[src/rtl/sc_counter_pkg.sv]
// -----------------------------------------------------------------------------
// sc_counter_pkg
// Shared definitions for the stochastic-number counter bank:
//   - mode_e     : count direction (MODE_UP / MODE_DOWN)
//   - ch_width() : width of the channel-select field for a given channel count
// -----------------------------------------------------------------------------
package sc_counter_pkg;

  // Count direction of one channel.
  typedef enum logic {
    MODE_UP   = 1'b0,
    MODE_DOWN = 1'b1
  } mode_e;

  // Width of cfg_ch: never below one bit, so a single-channel bank still has a
  // real select port.
  function automatic int ch_width(input int nch);
    return (nch > 1) ? $clog2(nch) : 1;
  endfunction

endpackage

[src/rtl/sc_counter_chan.sv]
// -----------------------------------------------------------------------------
// sc_counter_chan
// One modulo counter channel: count, bound, mode and terminal-count registers.
//   clk, rst      : clock, asynchronous active-high reset
//   enable_i      : step request
//   restart_i     : synchronous restart (beats enable)
//   cfg_we_i      : local config write enable (already decoded by the bank)
//   cfg_bound_i   : new bound value
//   cfg_mode_i    : new direction (0 up, 1 down)
//   count_o       : registered count
//   tc_o          : registered terminal-count pulse, high when count_o shows
//                   the freshly wrapped value
// -----------------------------------------------------------------------------
module sc_counter_chan
  import sc_counter_pkg::*;
#(
  parameter int N     = 10,
  parameter int BOUND = 1000
) (
  input  logic         clk,
  input  logic         rst,
  input  logic         enable_i,
  input  logic         restart_i,
  input  logic         cfg_we_i,
  input  logic [N-1:0] cfg_bound_i,
  input  logic         cfg_mode_i,
  output logic [N-1:0] count_o,
  output logic         tc_o
);

  localparam logic [N-1:0] BOUND_N = N'(BOUND);
  localparam logic [N-1:0] ZERO_N  = N'(0);
  localparam logic [N-1:0] ONE_N   = N'(1);

  logic [N-1:0] count_q, count_d;
  logic [N-1:0] bound_q, bound_d;
  mode_e        mode_q,  mode_d;
  logic         tc_q,    tc_d;

  // Next-state for count/tc from the current bound and mode; config values
  // written this cycle only take effect from the next cycle.
  always_comb begin
    count_d = count_q;
    tc_d    = 1'b0;
    if (restart_i) begin
      case (mode_q)
        MODE_UP:   count_d = ZERO_N;
        MODE_DOWN: count_d = bound_q;
        default:   count_d = ZERO_N;
      endcase
    end else if (enable_i) begin
      case (mode_q)
        MODE_UP: begin
          // >= rather than == so a shrunken bound wraps on the next step, and
          // bound = all-ones wraps without relying on adder overflow.
          if (count_q >= bound_q) begin
            count_d = ZERO_N;
            tc_d    = 1'b1;
          end else begin
            count_d = count_q + ONE_N;
          end
        end
        MODE_DOWN: begin
          if ((count_q == ZERO_N) || (count_q > bound_q)) begin
            count_d = bound_q;
            tc_d    = 1'b1;
          end else begin
            count_d = count_q - ONE_N;
          end
        end
        default: begin
          count_d = ZERO_N;
        end
      endcase
    end else begin
      count_d = count_q;
    end
  end

  // Next-state for bound/mode: plain load on a decoded write.
  always_comb begin
    bound_d = bound_q;
    mode_d  = mode_q;
    if (cfg_we_i) begin
      bound_d = cfg_bound_i;
      mode_d  = mode_e'(cfg_mode_i);
    end else begin
      bound_d = bound_q;
      mode_d  = mode_q;
    end
  end

  // Channel state registers.
  always_ff @(posedge clk or posedge rst) begin
    if (rst) begin
      count_q <= ZERO_N;
      bound_q <= BOUND_N;
      mode_q  <= MODE_UP;
      tc_q    <= 1'b0;
    end else begin
      count_q <= count_d;
      bound_q <= bound_d;
      mode_q  <= mode_d;
      tc_q    <= tc_d;
    end
  end

  assign count_o = count_q;
  assign tc_o    = tc_q;

endmodule

[src/rtl/sc_counter_bank.sv]
// -----------------------------------------------------------------------------
// sc_counter_bank
// NCH independent runtime-configurable modulo counters feeding comparator SNGs.
//   clk, rst   : clock, asynchronous active-high reset
//   enable     : per-channel step request
//   restart    : per-channel synchronous restart
//   cfg_we     : config write strobe (shared)
//   cfg_ch     : target channel; values >= NCH are dropped
//   cfg_bound  : new bound
//   cfg_mode   : new direction (0 up, 1 down)
//   out        : channel i count at [i*N +: N], bit-reversed when REVERSE = 1
//   tc         : per-channel terminal-count pulse
// Outputs are wires straight off channel registers (no input-to-output path).
// -----------------------------------------------------------------------------
module sc_counter_bank
  import sc_counter_pkg::*;
#(
  parameter int N       = 10,
  parameter int NCH     = 4,
  parameter int BOUND   = 1000,
  parameter int REVERSE = 0
) (
  input  logic                       clk,
  input  logic                       rst,
  input  logic [NCH-1:0]             enable,
  input  logic [NCH-1:0]             restart,
  input  logic                       cfg_we,
  input  logic [ch_width(NCH)-1:0]   cfg_ch,
  input  logic [N-1:0]               cfg_bound,
  input  logic                       cfg_mode,
  output logic [NCH*N-1:0]           out,
  output logic [NCH-1:0]             tc
);

  localparam int CW = ch_width(NCH);

  logic [NCH-1:0] we_s;
  logic [N-1:0]   count_s [NCH];

  for (genvar i = 0; i < NCH; i++) begin : g_chan
    // Out-of-range cfg_ch matches no channel, so such a write is dropped.
    assign we_s[i] = cfg_we & (cfg_ch == CW'(i));

    sc_counter_chan #(
      .N     (N),
      .BOUND (BOUND)
    ) u_chan (
      .clk         (clk),
      .rst         (rst),
      .enable_i    (enable[i]),
      .restart_i   (restart[i]),
      .cfg_we_i    (we_s[i]),
      .cfg_bound_i (cfg_bound),
      .cfg_mode_i  (cfg_mode),
      .count_o     (count_s[i]),
      .tc_o        (tc[i])
    );

    for (genvar k = 0; k < N; k++) begin : g_bit
      if (REVERSE != 0) begin : g_rev
        assign out[i*N + k] = count_s[i][N-1-k];
      end else begin : g_fwd
        assign out[i*N + k] = count_s[i][k];
      end
    end
  end

endmodule
[config.mk]
export PLATFORM = sky130hd
export DESIGN_NAME = sc_counter_bank
export DESIGN_NICKNAME = d
export VERILOG_FILES = /design/src/rtl/sc_counter_pkg.sv /design/src/rtl/sc_counter_chan.sv /design/src/rtl/sc_counter_bank.sv
export SDC_FILE = /design/constraint.sdc
export NUM_CORES = 1
export LEC_CHECK = 0
export ABC_AREA = 0
export CORE_MARGIN = 1.5
export CORE_UTILIZATION = 31
export DETAILED_ROUTE_END_ITERATION = 10
export HOLD_SLACK_MARGIN = 0.12
export PLACE_DENSITY = 0.49
export REMOVE_ABC_BUFFERS = 1
export SLEW_MARGIN = 40
export SYNTH_ARGS = -nofsm -noshare
export SYNTH_HDL_FRONTEND = slang
export SYNTH_SLANG_ARGS = --single-unit
[constraint.sdc]
create_clock -name clk -period 3.76 [get_ports clk]
set_input_delay 0.564 -clock clk [delete_from_list [all_inputs] [get_ports clk]]
set_output_delay 0.564 -clock clk [all_outputs]
set_load 0.1 [all_outputs]
==> impl_metrics.yaml, run 1 <==
power_and_ir_drop:
  leakage_nw: 3.41
  ir_drop_mv: 0.415
  power-per-cell-area_nw_per_um2: 796
detailed_routing:
  detail_route.drc_violations: 5
  routed_wirelength_mm: 20.7
  vias_per_cell: 5.65
  wl_per_cell_um: 18.0
  vias: 6506
  antenna_violating_nets_post_route: 0
  number_of_detailed_route_iterations_in_the_first_pass: 8
  drt-initial-drc-count: 339
worst_setup_path:
  timing.critical_path.slowest_cell_delay_ns: 0.60
  critical_path_maximum_fanout: 9
  worstSetupEndpointType: "flip-flop"
  path_depth_of_the_worst_reg2reg_path: 9
  timing.critical_path.max_delay_family: "simple AND/OR/NAND/NOR gates"
  cp-start-kind: "flip-flop"
  path_cells: "inv_1 > ha_1 > a21oi_1 > o21ai_0 > or4_1 > nor2_1 > nand4b_1 > a311oi_1 > a221o_1"
  crit_arrival_ns: 3.33
  cp_slowest_cell: "sky130_fd_sc_hd__or4_1"
  timing.critical_path.buf_inv: 1
  worst-setup-path-type: "flip-flop to flip-flop"
  number_of_gates_on_the_worst_path_with_buffers_counted: 9
  cp_data_required_time_ns: 4.05
cells_and_area:
  n_antenna_cell: 0
  syn2layout_area_growth_pct: 14.6
  drive_gt1_frac: 0.178
  fin_nets: 938
  finalNonFillerCells: 1151
  mostFrequentLayoutCells: "sky130_fd_sc_hd__nor2_1, sky130_fd_sc_hd__inv_1, sky130_fd_sc_hd__dfrtp_1, sky130_fd_sc_hd__nand2_1, sky130_fd_sc_hd__o21ai_0"
  layout_commonest_cell: "sky130_fd_sc_hd__nor2_1"
  final_core_utilization: 0.365
  final_cell_area_sq_um: 8020
cts:
  cts_buffer_depth: 2
  postCtsHoldBufs: 0
  clkTransAtPathRegs_ns: 0.07
  cts_inserted_buffers: 9
  post_cts_resized: 0
  worstSkewPairLatency_ns: 0.35
  cts_setup_buffers: 0
  tritoncts: "yes"
  clock_root_cell: "sky130_fd_sc_hd__clkbuf_16"
  cts.sinks: 88
  cts_htree_levels: 3
global_route:
  grt_overflow_total: 0
  overall_track_demand_over_capacity_in_global_routing: 0.180
  first_global_vias: 6237
  antenna_found_initial: 0
  grt_max_degree: 54
  wire_length_of_the_first_global_routing_pass_mm: 34.3
floorplan:
  die_outline_area_sq_um: 23500
  die_width_um: 153
  design.core.area_sq_um: 22000
  io-pin-count: 68
  die_height_um: 153
  row_count: 54
  initial_core_util: 0.319
logic_synthesis:
  syn_area_sq_um: 7000
  syn_avg_cell_area_sq_um: 8.45
  synthFlopType: "sky130_fd_sc_hd__dfrtp_1"
  netlist-cell-type-count: 77
  synthesis.instances: 828
  yosysSeqAreaShare: 0.319
  async_flop_share: 1.00
  ys_ff_latch: 88
  synth_warnings: 0
  synth_edf_count: 0
placed_design:
  port_buffers: 67
  placedInstanceArea_sq_um: 7680
  place.gp.congestion: 0.869
  place_inst: 1135
  dp_hpwl_mm: 15.2
sta:
  final.setup_skew_ns: 0.00882
  setup-tns-final_ns: 0
  rsz0062_at_grt: "no"
  finalSetupViolCount: 0
  min_period_over_period: 0.806
  slew_violations: 0
  timing_hold_violations_final: 0
  tightestPinTransition_ns: 0.731
  finalCriticalPeriod_ns: 3.03
  max_freq_mhz: 330
  worst_slew_margin_rel: 0.508
min_path:
  min-delay-path-class: "flip-flop to flip-flop"
  worst_hold_path.num_cells: 1
outcome:
  outcome: "finished with violations"
  failing_checks: "DRC"
run:
  max_cap_viol_count: 0
-- logic make-up (layout without fill, tap and decap cells) --
kind of cell,after synthesis,after routing,share of synthesized area
AND/OR/NAND/NOR,269,269,0.190
buffers and inverters,121,164,0.0688
adder cells (fa/ha/maj),48,48,0.0858
multiplexers,40,40,0.0635
flip-flops,88,88,0.319
AO/OA/AOI/OAI,252,252,0.261
XOR/XNOR,10,10,0.0125
-- Yosys cell counts, drive strengths merged, types with 4 or more instances --
cell,instances,area (sq um)
o31ai,6,45.0
nor2b,5,31.3
or2,5,31.3
nor2,76,293
ha,48,601
a221o,6,60.1
a221oi,11,103
o21a,8,60.1
a32o,4,40.0
nand3,24,120
and2,4,25.0
a31oi,4,25.0
nand2,61,229
buf,11,67.6
or3,12,85.1
o41ai,6,52.6
o211ai,22,170
a21oi,34,170
o32ai,4,35.0
dfrtp,64,1600
nor3b,6,45.0
mux2,35,394
o22ai,6,37.5
dfstp,24,631
a211oi,17,128
nor4,6,37.5
o2111ai,4,35.0
or4,5,41.3
o21ai,62,318
o221ai,8,70.1
nand2b,6,37.5
inv,67,251
a32oi,7,61.3
xor2,4,35.0
and3,10,62.6
xnor2,6,52.6
clkbuf,43,163
a211o,8,70.1
o211a,4,40.0
nor3,32,165
nand4,9,56.3
a21o,6,45.0
mux2i,5,50.1
-- worst register-to-register path, cell delays in order, from the launching register on --
cell                       delay, ns
sky130_fd_sc_hd__dfstp_2        0.55
sky130_fd_sc_hd__inv_1          0.04
sky130_fd_sc_hd__ha_1           0.28
sky130_fd_sc_hd__a21oi_1        0.20
sky130_fd_sc_hd__o21ai_0        0.17
sky130_fd_sc_hd__or4_1          0.60
sky130_fd_sc_hd__nor2_1         0.52
sky130_fd_sc_hd__nand4b_1       0.15
sky130_fd_sc_hd__a311oi_1       0.29
sky130_fd_sc_hd__a221o_1        0.17
-- sequential cells by signal, summed over array words and instances, names as in the netlist --
signal,flops
g_chan.u_chan.mode_q,4
g_chan.u_chan.bound_q,40
g_chan.u_chan.tc_o,4
g_chan.u_chan.count_o,40
-- worst paths after layout --
path / startpoint / endpoint / slack [ns]
max: g_chan[1].u_chan.bound_q[7] / g_chan[1].u_chan.count_o[3] / 0.73
min: g_chan[3].u_chan.bound_q[4] / g_chan[3].u_chan.bound_q[4] / 0.51
max reg2reg: g_chan[1].u_chan.bound_q[7] / g_chan[1].u_chan.count_o[3] / 0.73
min reg2reg: g_chan[3].u_chan.bound_q[4] / g_chan[3].u_chan.bound_q[4] / 0.51
max in group asynchronous: rst / g_chan[1].u_chan.bound_q[3] / 2.27
min in group asynchronous: rst / g_chan[1].u_chan.mode_q / 0.68
-- through the flow --
| stage | setup WS, ns | total power (W) | hold slack [ns] |
|---|---|---|---|
| 5_1_grt | 0.440 | 0.00684 | 0.533 |
| 2_1_floorplan | 0.564 | 0.00446 | 0.476 |
| 3_5_place_dp | 0.773 | 0.00534 | 0.501 |
| 3_3_place_gp | 0.780 | 0.00551 | 0.490 |
| 6_report | 0.728 | 0.00638 | 0.512 |
| 4_1_cts | 0.753 | 0.00641 | 0.516 |
-- routing by layer --
layer	routed length (um)	GRT usage
met5	0	0
met4	283	0.0406
met3	736	0.0306
met2	9240	0.280
met1	10500	0.259
-- report_power, final --
group          switching, W  total [W]  internal, W
Clock              0.000414    0.00104     0.000621
Sequential         0.000493    0.00171      0.00122
Combinational       0.00257    0.00364      0.00107
Total               0.00348    0.00638      0.00291
-- layout make-up --
cell class / instances / area [sq um]
sequential: 88 / 2230
clock buffer: 12 / 256
multi-input combinational: 619 / 4300
fill: 2276 / 13900
inverter: 67 / 254
timing repair buffer: 81 / 556
clock inverter: 4 / 76.3
tap: 280 / 350
Power figures use the tool's default switching activity.
==> run 2: changes to the inputs <==
==> constraint.sdc (replaced) <==
create_clock -name clk -period 2.8 [get_ports clk]
set_input_delay 0.42 -clock clk [delete_from_list [all_inputs] [get_ports clk]]
set_output_delay 0.42 -clock clk [all_outputs]
set_load 0.1 [all_outputs]
==> run 2 against run 1 <==
  * The run still ends with DRC left
  * Wire length rose by 5.6%
  * Critical path depth rose by 2
  * Setup slack got worse by 0.66 ns
  * Total power rose by 51%
  * Critical path type unchanged
  * Worst hold slack got worse by 0.11 ns
  * Register-to-register slack got worse by 0.66 ns
  * Global-route usage rose by 0.83 points
==> impl_metrics.yaml, run 2 (same netlist as run 1, synthesis figures left out) <==
cells_and_area:
  syn2layout_area_growth_pct: 27.7
  drive_gt1_frac: 0.275
  layout_commonest_cell: "sky130_fd_sc_hd__buf_4"
  n_antenna_cell: 0
  fin_nets: 1025
  num-fill-cells: 2232
  mostFrequentLayoutCells: "sky130_fd_sc_hd__buf_4, sky130_fd_sc_hd__nor2_1, sky130_fd_sc_hd__inv_1, sky130_fd_sc_hd__dfrtp_1, sky130_fd_sc_hd__nand2_1"
sta:
  final.setup_skew_ns: 0.00709
  hold_ws_ns: 0.403
  setup-tns-final_ns: 0
  tightestPinTransition_ns: 0.667
  timing_hold_violations_final: 0
  worst_slew_margin_rel: 0.555
  max_freq_mhz: 366
  slew_violations: 0
  finalSetupViolCount: 0
  finalCriticalPeriod_ns: 2.73
  min_period_over_period: 0.975
  setup_slack_ns: 0.0691
global_route:
  grt_overflow_total: 0
  gr-usage-met3: 0.0224
  globalRouteMet2Util: 0.292
  grt_max_degree: 53
  antenna_found_initial: 0
  overall_track_demand_over_capacity_in_global_routing: 0.188
  first_global_vias: 6485
  grtUsageMet1: 0.275
  gr-max-usage-layer: "met2"
  wire_length_of_the_first_global_routing_pass_mm: 35.6
floorplan:
  design.core.area_sq_um: 22000
  die_height_um: 153
  die_outline_area_sq_um: 23500
  initial_core_util: 0.319
  io-pin-count: 68
  die_width_um: 153
  row_count: 54
cts:
  cts_htree_levels: 3
  clkTransAtPathRegs_ns: 0.07
  cts_buffer_depth: 2
  cts_inserted_buffers: 9
  tritoncts: "yes"
  cts.sinks: 88
  worstSkewPairLatency_ns: 0.34
  clock_root_cell: "sky130_fd_sc_hd__clkbuf_16"
worst_setup_path:
  worst-setup-path-type: "flip-flop to flip-flop"
  worstReg2RegStart: "g_chan[1].u_chan.bound_q[9]"
  cp_data_required_time_ns: 3.06
  timing.critical_path.slowest_cell_delay_ns: 0.53
  timing.critical_path.max_delay_family: "simple AND/OR/NAND/NOR gates"
  timing.critical_path.from: "g_chan[1].u_chan.bound_q[9]"
  crit_arrival_ns: 2.99
  worstSetupEndpointType: "flip-flop"
  timing.critical_path.buf_inv: 3
  path_cells: "inv_1 > ha_1 > nand4_1 > nor3_1 > or4_1 > buf_4 > nor2_1 > buf_4 > a211o_1 > o221ai_1 > a21oi_1"
  critical_path.most_common_cell: "sky130_fd_sc_hd__buf_4"
  cp_slowest_cell: "sky130_fd_sc_hd__dfstp_2"
  critical_path_maximum_fanout: 7
  cp-start-kind: "flip-flop"
placed_design:
  place.gp.congestion: 0.873
  dp_hpwl_mm: 16.6
  port_buffers: 67
  dp_worst_setup_slack_ns: 0.00475
detailed_routing:
  drt-initial-drc-count: 442
  vias: 6804
  vias_per_cell: 5.50
  routed_wirelength_mm: 21.9
  number_of_detailed_route_iterations_in_the_first_pass: 8
  detail_route.drc_violations: 5
  antenna_violating_nets_post_route: 0
  wl_per_cell_um: 17.7
outcome:
  outcome: "finished with violations"
  failing_checks: "DRC"
power_and_ir_drop:
  ir_drop_mv: 0.533
  seq_power_share: 0.202
  p_int_w: 0.00474
  proportion_of_total_power_due_to_net_switching: 0.509
  leakage_nw: 3.90
  combinationalPowerShare: 0.650
  power-per-cell-area_nw_per_um2: 1080
  switching_power_w: 0.00492
  part_of_the_total_power_dissipated_in_the_clock_network: 0.148
min_path:
  min-delay-path-class: "input pin to async pin"
run:
  max_cap_viol_count: 0
==> run 2: cell types whose count changed in the layout (fill, tap and decap cells not counted), sizes merged <==
cell / before / now
buf: 58 / 145
bufinv: 2 / 3
clkbuf: 12 / 11
clkinv: 1 / 2
clkinvlp: 1 / 0
==> run 2: worst paths after layout <==
check                                         endpoint  slack, ns  cells past startpoint
setup / recovery           g_chan[1].u_chan.count_o[5]       0.07                     11
hold reg to reg            g_chan[3].u_chan.bound_q[2]       0.51                      1
max in group asynchronous  g_chan[3].u_chan.bound_q[7]       1.75                      3
hold / removal             g_chan[0].u_chan.count_o[8]       0.40                      2
min in group clk           g_chan[3].u_chan.bound_q[2]       0.51                      1
setup reg to reg           g_chan[1].u_chan.count_o[5]       0.07                     11
==> run 2: metrics by stage <==
stage | cell area (sq um) | total power, W | utilization | cells
2_1_floorplan | 6770 | 0.00599 | - | 774
3_3_place_gp | 8430 | 0.00803 | 0.384 | 1218
3_5_place_dp | 8430 | 0.00802 | 0.384 | 1218
4_1_cts | 8780 | 0.00950 | 0.400 | 1234
5_1_grt | 8940 | 0.0103 | 0.407 | 1238
6_report | 8940 | 0.00966 | 0.407 | 1238
==> run 2: layout make-up <==
cell class | count | area [sq um] | area share
Multi-Input combinational cell | 619 | 4420 | 0.495
Clock inverter | 5 | 104 | 0.0116
Timing Repair Buffer | 168 | 1330 | 0.149
Clock buffer | 11 | 243 | 0.0272
Sequential cell | 88 | 2230 | 0.250
Inverter | 67 | 254 | 0.0284
Tap cell | 280 | 350 | 0.0392
==> run 2: worst register-to-register path: stages (launching register included) <==
cell and delay, ns:
sky130_fd_sc_hd__dfstp_2 0.53, sky130_fd_sc_hd__inv_1 0.04, sky130_fd_sc_hd__ha_1 0.31, sky130_fd_sc_hd__nand4_1 0.23
sky130_fd_sc_hd__nor3_1 0.11, sky130_fd_sc_hd__or4_1 0.50, sky130_fd_sc_hd__buf_4 0.16, sky130_fd_sc_hd__nor2_1 0.11
sky130_fd_sc_hd__buf_4 0.17, sky130_fd_sc_hd__a211o_1 0.13, sky130_fd_sc_hd__o221ai_1 0.15, sky130_fd_sc_hd__a21oi_1 0.20
==> run 2: power by group through the flow <==
stage	clock (W)	sequential [W]	combinational (W)
finish	0.00143	0.00195	0.00628
global route	0.00152	0.00200	0.00678
CTS	0.00146	0.00195	0.00608
detailed placement	0	0.00197	0.00605
global placement	0	0.00197	0.00606
floorplan	0	0.00362	0.00236
==> run 2: per-layer routing <==
metal | vias to the layer above | share of wire | routed length (um)
li1 | 3335 | - | -
met1 | 3288 | 0.50 | 10900
met2 | 160 | 0.45 | 9820
met3 | 21 | 0.040 | 871
met4 | 0 | 0.014 | 309
met5 | - | 0 | 0
==> run 2: repair_timing <==
item,CTS,global route
buffers inserted,0,4
hold buffers,0,0
endpoints found under the setup margin,1,34
pin swaps,0,5
resized for setup,1,31
hold endpoints to repair,0,0
==> variant 1: new RTL, settings of run 2 <==
`NCH`: 4 -> 8.
--- a/src/rtl/sc_counter_bank.sv
+++ b/src/rtl/sc_counter_bank.sv
@@ -17,5 +17,5 @@
 #(
   parameter int N       = 10,
-  parameter int NCH     = 4,
+  parameter int NCH     = 8,
   parameter int BOUND   = 1000,
   parameter int REVERSE = 0
Interface: changed (5 resized); port bits go from 68 to 121. No check against the original RTL was run, so the function may have changed too.
==> variant 1 against run 2 <==
- routed wire length is 110% higher
- synthesized area rose by 99%
- global-route usage is 1.2 points higher
- design area is 98% higher
- synthesized cell count rose by 110%
- setup slack better by 0.013 ns
- power up 91%
- clock power is 75% higher
- worst hold slack better by 0.043 ns
- cell count up 110%
- count of clock-buffer cells in the layout is 9 higher
- sequential cell count is 88 higher
- largest cell class unchanged
- largest power group unchanged
==> variant 1: results (changes against run 2) <==
Routing
  • Final WL: 46.5 mm (+110%)
  • Met2 WL: 22.0 mm (+120%)
  • DRC: 0 (-5)
  • M1 wire length: 21.7 mm (+99%)
  • Vias per Instance: 5.50 (+0.10%)
  • DR pass1 iterations: 5 (-3)
  • WL/cell: 18.3 microns (+3.4%)
  • DR iter-0 viols: 1055 (+140%)
  • Top sig layer: met4
  • Met3 wire len: 2.06 mm (+140%)

Placement
  • DP HPWL: 34.3 mm (+110%)
  • Cells after DPL: 2506 (+110%)
  • IO buf count: 120 (+79%)
  • Placer congestion estimate: 0.891 (+2.1%)

Logic synthesis
  • Mux contribution to synthesized area: 4.34% (-2.0 points)
  • Asr flop ratio synth: 100% (unchanged)
  • Seq/Total Area, Yosys: 32.0% (+0.094 points)
  • Synth area leaders: dfrtp_1, dfstp_2, ha_1
  • Adder-cell share of the synthesized area: 8.61% (+0.025 points)
  • Mean post-synth cell area: 8.20 sq um (-2.9%)
  • Compound-gate portion of the synthesized area: 25.7% (-0.38 points)
  • Distinct cells, synth: 82 (+6.5%)
  • Commonest cells post-synth: nand2_1, nor2_1, o21ai_0, dfrtp_1, inv_1
  • Synth Area in XOR/XNOR: 1.82% (+0.57 points)

Critical path
  • RR Startpoint: g_chan[5].u_chan.bound_q[7]
  • Worst reg-to-reg setup slack: 0.08 ns
  • CP arrival: 3.06 ns (+0.07 ns)
  • CP peak stage delay: 0.57 ns (+0.04 ns)
  • FF-to-FF End: g_chan[5].u_chan.count_o[2]
  • Top fanout value on the critical path: 5 (-2)
  • Worst path slowest cell: dfstp_2
  • Worst R2R Path Depth: 11 (unchanged)
  • Crit-path leading delay family: compound AO/OA/AOI/OAI gates

Pwr
  • Comb pwr: 12.1 mW (+93%)
  • P_leak: 7.65 nW (+96%)
  • Max IR drop VDD: 0.000466 V (-13%)
  • Switch share: 52.1% (+1.2 points)
  • Seq. pwr: 3.84 mW (+97%)

CTS
  • CTS root buffer: clkbuf_16
  • H-tree depth: 4 (+1)
  • Worst-skew pair later-pin latency: 0.45 ns (+0.11 ns)
  • Clk buf depth: 2 (unchanged)
  • Total CTS buffers: 17 (+8)

Global routing
  • Total GRT Usage: 20.1% (+1.2 points)
  • Vias in the first global route: 13600 (+110%)
  • Gr ovfl total: 0 (unchanged)
  • Initial antenna violation count: 0 (unchanged)
  • Pin count of the biggest net entering global routing: 72 (+36%)
  • First-pass GRT wire length: 75.1 mm (+110%)

Final layout
  • Antenna diodes: 0 (unchanged)
  • Layout cell share with drive strength beyond 1: 25.2% (-2.2 points)
  • Fin nets: 2070 (+100%)
  • Fill count: 4571 (+100%)

STA
  • Clock Skews: 0.0125 ns (+0.00546 ns)
  • Max transition margin: 49.0% (-6.5 points)
  • Setup_tns: 0 ns (unchanged)

Hold path
  • Worst hold path type: in2async

Run status
  • Outcome: finished, final reports clean
[variant 1: cell types whose count changed after synthesis, moves of 24 or more]
| cell | before | now |
|---|---|---|
| dfstp_2 | 24 | 48 |
| inv_1 | 66 | 128 |
| ha_1 | 48 | 96 |
| dfrtp_1 | 64 | 128 |
| nand2_1 | 61 | 148 |
| nand3_1 | 24 | 57 |
| nor2_1 | 75 | 137 |
| o21ai_0 | 58 | 130 |
| a21oi_1 | 34 | 80 |
| nor3_1 | 31 | 56 |
| clkbuf_1 | 42 | 97 |
[variant 1: cell type report]
| type | instances | area [sq um] | share of cell area, % |
|---|---|---|---|
| clock buffers | 20 | 447 | 2.53 |
| clock inverters | 12 | 148 | 0.836 |
| inverters | 128 | 488 | 2.76 |
| multi-input cells | 1285 | 8760 | 49.6 |
| flip-flops and latches | 176 | 4460 | 25.3 |
| well taps | 592 | 741 | 4.19 |
| repair buffers | 333 | 2620 | 14.8 |
[variant 1: worst max path at each step]
stage / startpoint / end / slack [ns] / cells past startpoint
after floorplan: rst / g_chan[0].u_chan.bound_q[0] / -2.31 / 1
after global placement: g_chan[3].u_chan.bound_q[3] / g_chan[3].u_chan.count_o[5] / -0.18 / 10
after detailed placement: g_chan[3].u_chan.bound_q[3] / g_chan[3].u_chan.count_o[8] / -0.06 / 10
after CTS: g_chan[4].u_chan.bound_q[7] / g_chan[4].u_chan.count_o[7] / 0.002 / 9
after global routing: g_chan[5].u_chan.bound_q[7] / g_chan[5].u_chan.count_o[2] / -0.03 / 11
final: g_chan[5].u_chan.bound_q[7] / g_chan[5].u_chan.count_o[2] / 0.08 / 11
[variant 1: cell families (layout without fill, tap and decap cells)]
logic type	after synthesis	in the layout
compound gates	526	526
xor+xnor	29	29
fa+ha+maj	96	96
buf+inv	240	493
flops	176	176
mux	54	54
simple gates	580	580
[variant 1: layer usage]
metal  track usage, %  up-vias
li1                 -     6787
met4             5.76        0
met1             27.5     6812
met3             2.72       49
met2             32.9      359
met5                0        -
[variant 1: timing repair]
| item | in CTS | in global routing |
|---|---|---|
| buffers inserted | 0 | 8 |
| resized for setup | 3 | 40 |
| pin swaps | 2 | 13 |
| cloned | 0 | 0 |
| setup endpoints to repair | 5 | 44 |
[variant 1: metrics by stage]
step | utilization [%] | instance area, sq um | power (mW) | worst slack (ns) | hold slack, ns
after floorplan | - | 13500 | 11.6 | -2.31 | 0.466
after global placement | 38.0 | 16800 | 15.5 | -0.175 | 0.490
after detailed placement | 38.0 | 16800 | 15.6 | -0.0622 | 0.491
after CTS | 39.3 | 17400 | 18.2 | 0.00192 | 0.446
after global routing | 39.9 | 17700 | 19.7 | -0.0340 | 0.484
final | 39.9 | 17700 | 18.4 | 0.0825 | 0.446
==> variant 2: new RTL, settings of run 2 <==
Without the edit above. Register the inputs `enable`, `restart`, `cfg_we`, `cfg_ch`, `cfg_bound` and `cfg_mode` before use, without a reset. The logic sees them one clock later.
--- a/src/rtl/sc_counter_bank.sv
+++ b/src/rtl/sc_counter_bank.sv
@@ -35,4 +35,20 @@
   localparam int CW = ch_width(NCH);
 
+  logic [NCH-1:0] enable_q;
+  logic [NCH-1:0] restart_q;
+  logic cfg_we_q;
+  logic [ch_width(NCH)-1:0] cfg_ch_q;
+  logic [N-1:0] cfg_bound_q;
+  logic cfg_mode_q;
+
+  always_ff @(posedge clk) begin
+      enable_q    <= enable;
+      restart_q   <= restart;
+      cfg_we_q    <= cfg_we;
+      cfg_ch_q    <= cfg_ch;
+      cfg_bound_q <= cfg_bound;
+      cfg_mode_q  <= cfg_mode;
+  end
+
   logic [NCH-1:0] we_s;
   logic [N-1:0]   count_s [NCH];
@@ -40,5 +56,5 @@
   for (genvar i = 0; i < NCH; i++) begin : g_chan
     // Out-of-range cfg_ch matches no channel, so such a write is dropped.
-    assign we_s[i] = cfg_we & (cfg_ch == CW'(i));
+    assign we_s[i] = cfg_we_q & (cfg_ch_q == CW'(i));
 
     sc_counter_chan #(
@@ -48,9 +64,9 @@
       .clk         (clk),
       .rst         (rst),
-      .enable_i    (enable[i]),
-      .restart_i   (restart[i]),
+      .enable_i    (enable_q[i]),
+      .restart_i   (restart_q[i]),
       .cfg_we_i    (we_s[i]),
-      .cfg_bound_i (cfg_bound),
-      .cfg_mode_i  (cfg_mode),
+      .cfg_bound_i (cfg_bound_q),
+      .cfg_mode_i  (cfg_mode_q),
       .count_o     (count_s[i]),
       .tc_o        (tc[i])
Function: changed (a bounded check fails within 4 cycles, from zero or initial values and one cycle with rst high).
==> variant 2 against run 2 <==
- die area up 7.7%
- cell count is 6.9% higher
- power rose by 7.6%
- sequential cell count increased by 22
- synthesized area rose by 7.8%
- design area grew 8.7%
- count of clock-buffer cells in the layout unchanged
- clock skew is 0.00099 ns higher
- setup slack worse by 0.035 ns
- routed wire length grew 2.0%
- largest cell class unchanged
- highest routed layer unchanged
==> variant 2: results (changes against run 2) <==
Run status
  • Outcome: finished, final reports clean

Global routing
  • Pin count of the biggest net entering global routing: 44 (-17%)
  • Total GRT Usage: 17.8% (-1.0 points)
  • First-pass GRT wire length: 36.8 mm (+3.4%)
  • Vias in the first global route: 6725 (+3.7%)
  • Initial antenna violation count: 0 (unchanged)

Pwr
  • Comb pwr: 6.71 mW (+6.8%)
  • Part of the power in registers: 22.0% (+1.8 points)
  • Switch share: 50.0% (-0.86 points)
  • P_leak: 4.26 nW (+9.2%)
  • PwrDens: 1070 nW/um^2 (-1.0%)
  • Max IR drop VDD: 0.000718 V (+35%)

Logic synthesis
  • Asr flop ratio synth: 80.0% (-20 points)
  • Mean post-synth cell area: 8.72 sq um (+3.2%)
  • Main flop type after synthesis: dfrtp_1
  • Distinct cells, synth: 76 (-1.3%)
  • Yosys warns: 0 (unchanged)
  • Seq/Total Area, Yosys: 35.4% (+3.5 points)
  • Synth area leaders: dfrtp_1, dfstp_2, ha_1
  • Commonest cells post-synth: nand2_1, dfrtp_1, nor2_1, inv_1, clkbuf_1

Critical path
  • RR Startpoint: g_chan[0].u_chan.count_o[0]
  • CP peak stage delay: 0.58 ns (+0.05 ns)
  • FF-to-FF End: g_chan[0].u_chan.count_o[3]
  • Worst path slowest cell: or4_4
  • CP arrival: 3.00 ns (about the same)
  • Top fanout value on the critical path: 8 (+1)
  • Worst R2R Path Depth: 9 (-2)
  • Crit-path leading delay family: simple AND/OR/NAND/NOR gates

STA
  • Worst-Margin Slew: 0.627 ns (-0.0394 ns)
  • Setup ws final: 0.0338 ns (-0.0353 ns)
  • Clock Skews: 0.00808 ns (+0.000990 ns)
  • Worst hold slack: 0.473 ns (+0.0702 ns)

Final layout
  • Layout cell share with drive strength beyond 1: 28.6% (+1.1 points)
  • Fin nets: 1071 (+4.5%)
  • Antenna diodes: 0 (unchanged)

CTS
  • Total CTS buffers: 9 (unchanged)
  • Worst-skew pair later-pin latency: 0.36 ns (+0.02 ns)
  • H-tree depth: 3 (unchanged)
  • Setup Buffers After CTS: 0 (unchanged)
  • PostCTS Resize Cnt: 6 (+5)
  • Clk buf depth: 2 (unchanged)
  • CTS clock-pin slew for the worst setup and hold paths: 0.08 ns
  • CTS root buffer: clkbuf_16

Routing
  • DR iter-0 viols: 381 (-14%)
  • Final WL: 22.3 mm (+2.0%)
  • WL/cell: 16.9 microns (-4.6%)
  • DR pass1 iterations: 5 (-3)
  • DR vias: 7016 (+3.1%)

Placement
  • Placer congestion estimate: 0.832 (-4.7%)
  • IO buf count: 67 (unchanged)
  • Pre-CTS setup slack: -0.0669 ns (-0.0717 ns)
  • Placed inst area: 9080 sq um (+7.7%)
  • DP HPWL: 16.6 mm (+0.36%)

Hold path
  • Worst hold path type: in2async
[variant 2: cell count changes after synthesis, sizes merged, moves of 8 or more]
| cell | before | now |
|---|---|---|
| and3 | 10 | 18 |
| nand3 | 24 | 33 |
| nor2 | 76 | 63 |
| xor2 | 4 | 12 |
| o21ai | 62 | 48 |
| dfxtp | 0 | 22 |
| clkbuf | 43 | 55 |
[variant 2: metal layers]
layer | up-vias | routed length [microns] | track usage (%)
li1 | 3480 | - | -
met1 | 3366 | 11600 | 26.8
met2 | 155 | 9740 | 26.9
met3 | 15 | 785 | 2.24
met4 | 0 | 207 | 4.16
met5 | - | 0 | 0
[variant 2: cell type report]
class,count,area (sq um)
Clock buffer,11,243
Clock inverter,5,72.6
Fill cell,2458,14000
Inverter,61,231
Multi-Input combinational cell,631,4610
Sequential cell,110,2670
Tap cell,319,399
Timing Repair Buffer,186,1480
[variant 2: worst max-delay path by stage]
stage | start | to | depth (start not counted)
final | g_chan[0].u_chan.count_o[0] | g_chan[0].u_chan.count_o[3] | 9
after floorplan | g_chan[0].u_chan.count_o[5] | g_chan[0].u_chan.count_o[5] | 8
after CTS | g_chan[0].u_chan.bound_q[5] | g_chan[0].u_chan.count_o[5] | 10
after global placement | g_chan[0].u_chan.count_o[0] | g_chan[0].u_chan.count_o[5] | 9
after global routing | g_chan[0].u_chan.count_o[0] | g_chan[0].u_chan.count_o[3] | 9
after detailed placement | g_chan[0].u_chan.count_o[0] | g_chan[0].u_chan.count_o[5] | 9
[variant 2: cell families after synthesis]
logic type / after synthesis / synth area share [%]
flops: 110 / 35.4
xor+xnor: 19 / 2.21
fa+ha+maj: 48 / 7.96
buf+inv: 125 / 6.68
simple gates: 278 / 18.4
compound gates: 243 / 23.1
mux: 42 / 6.18
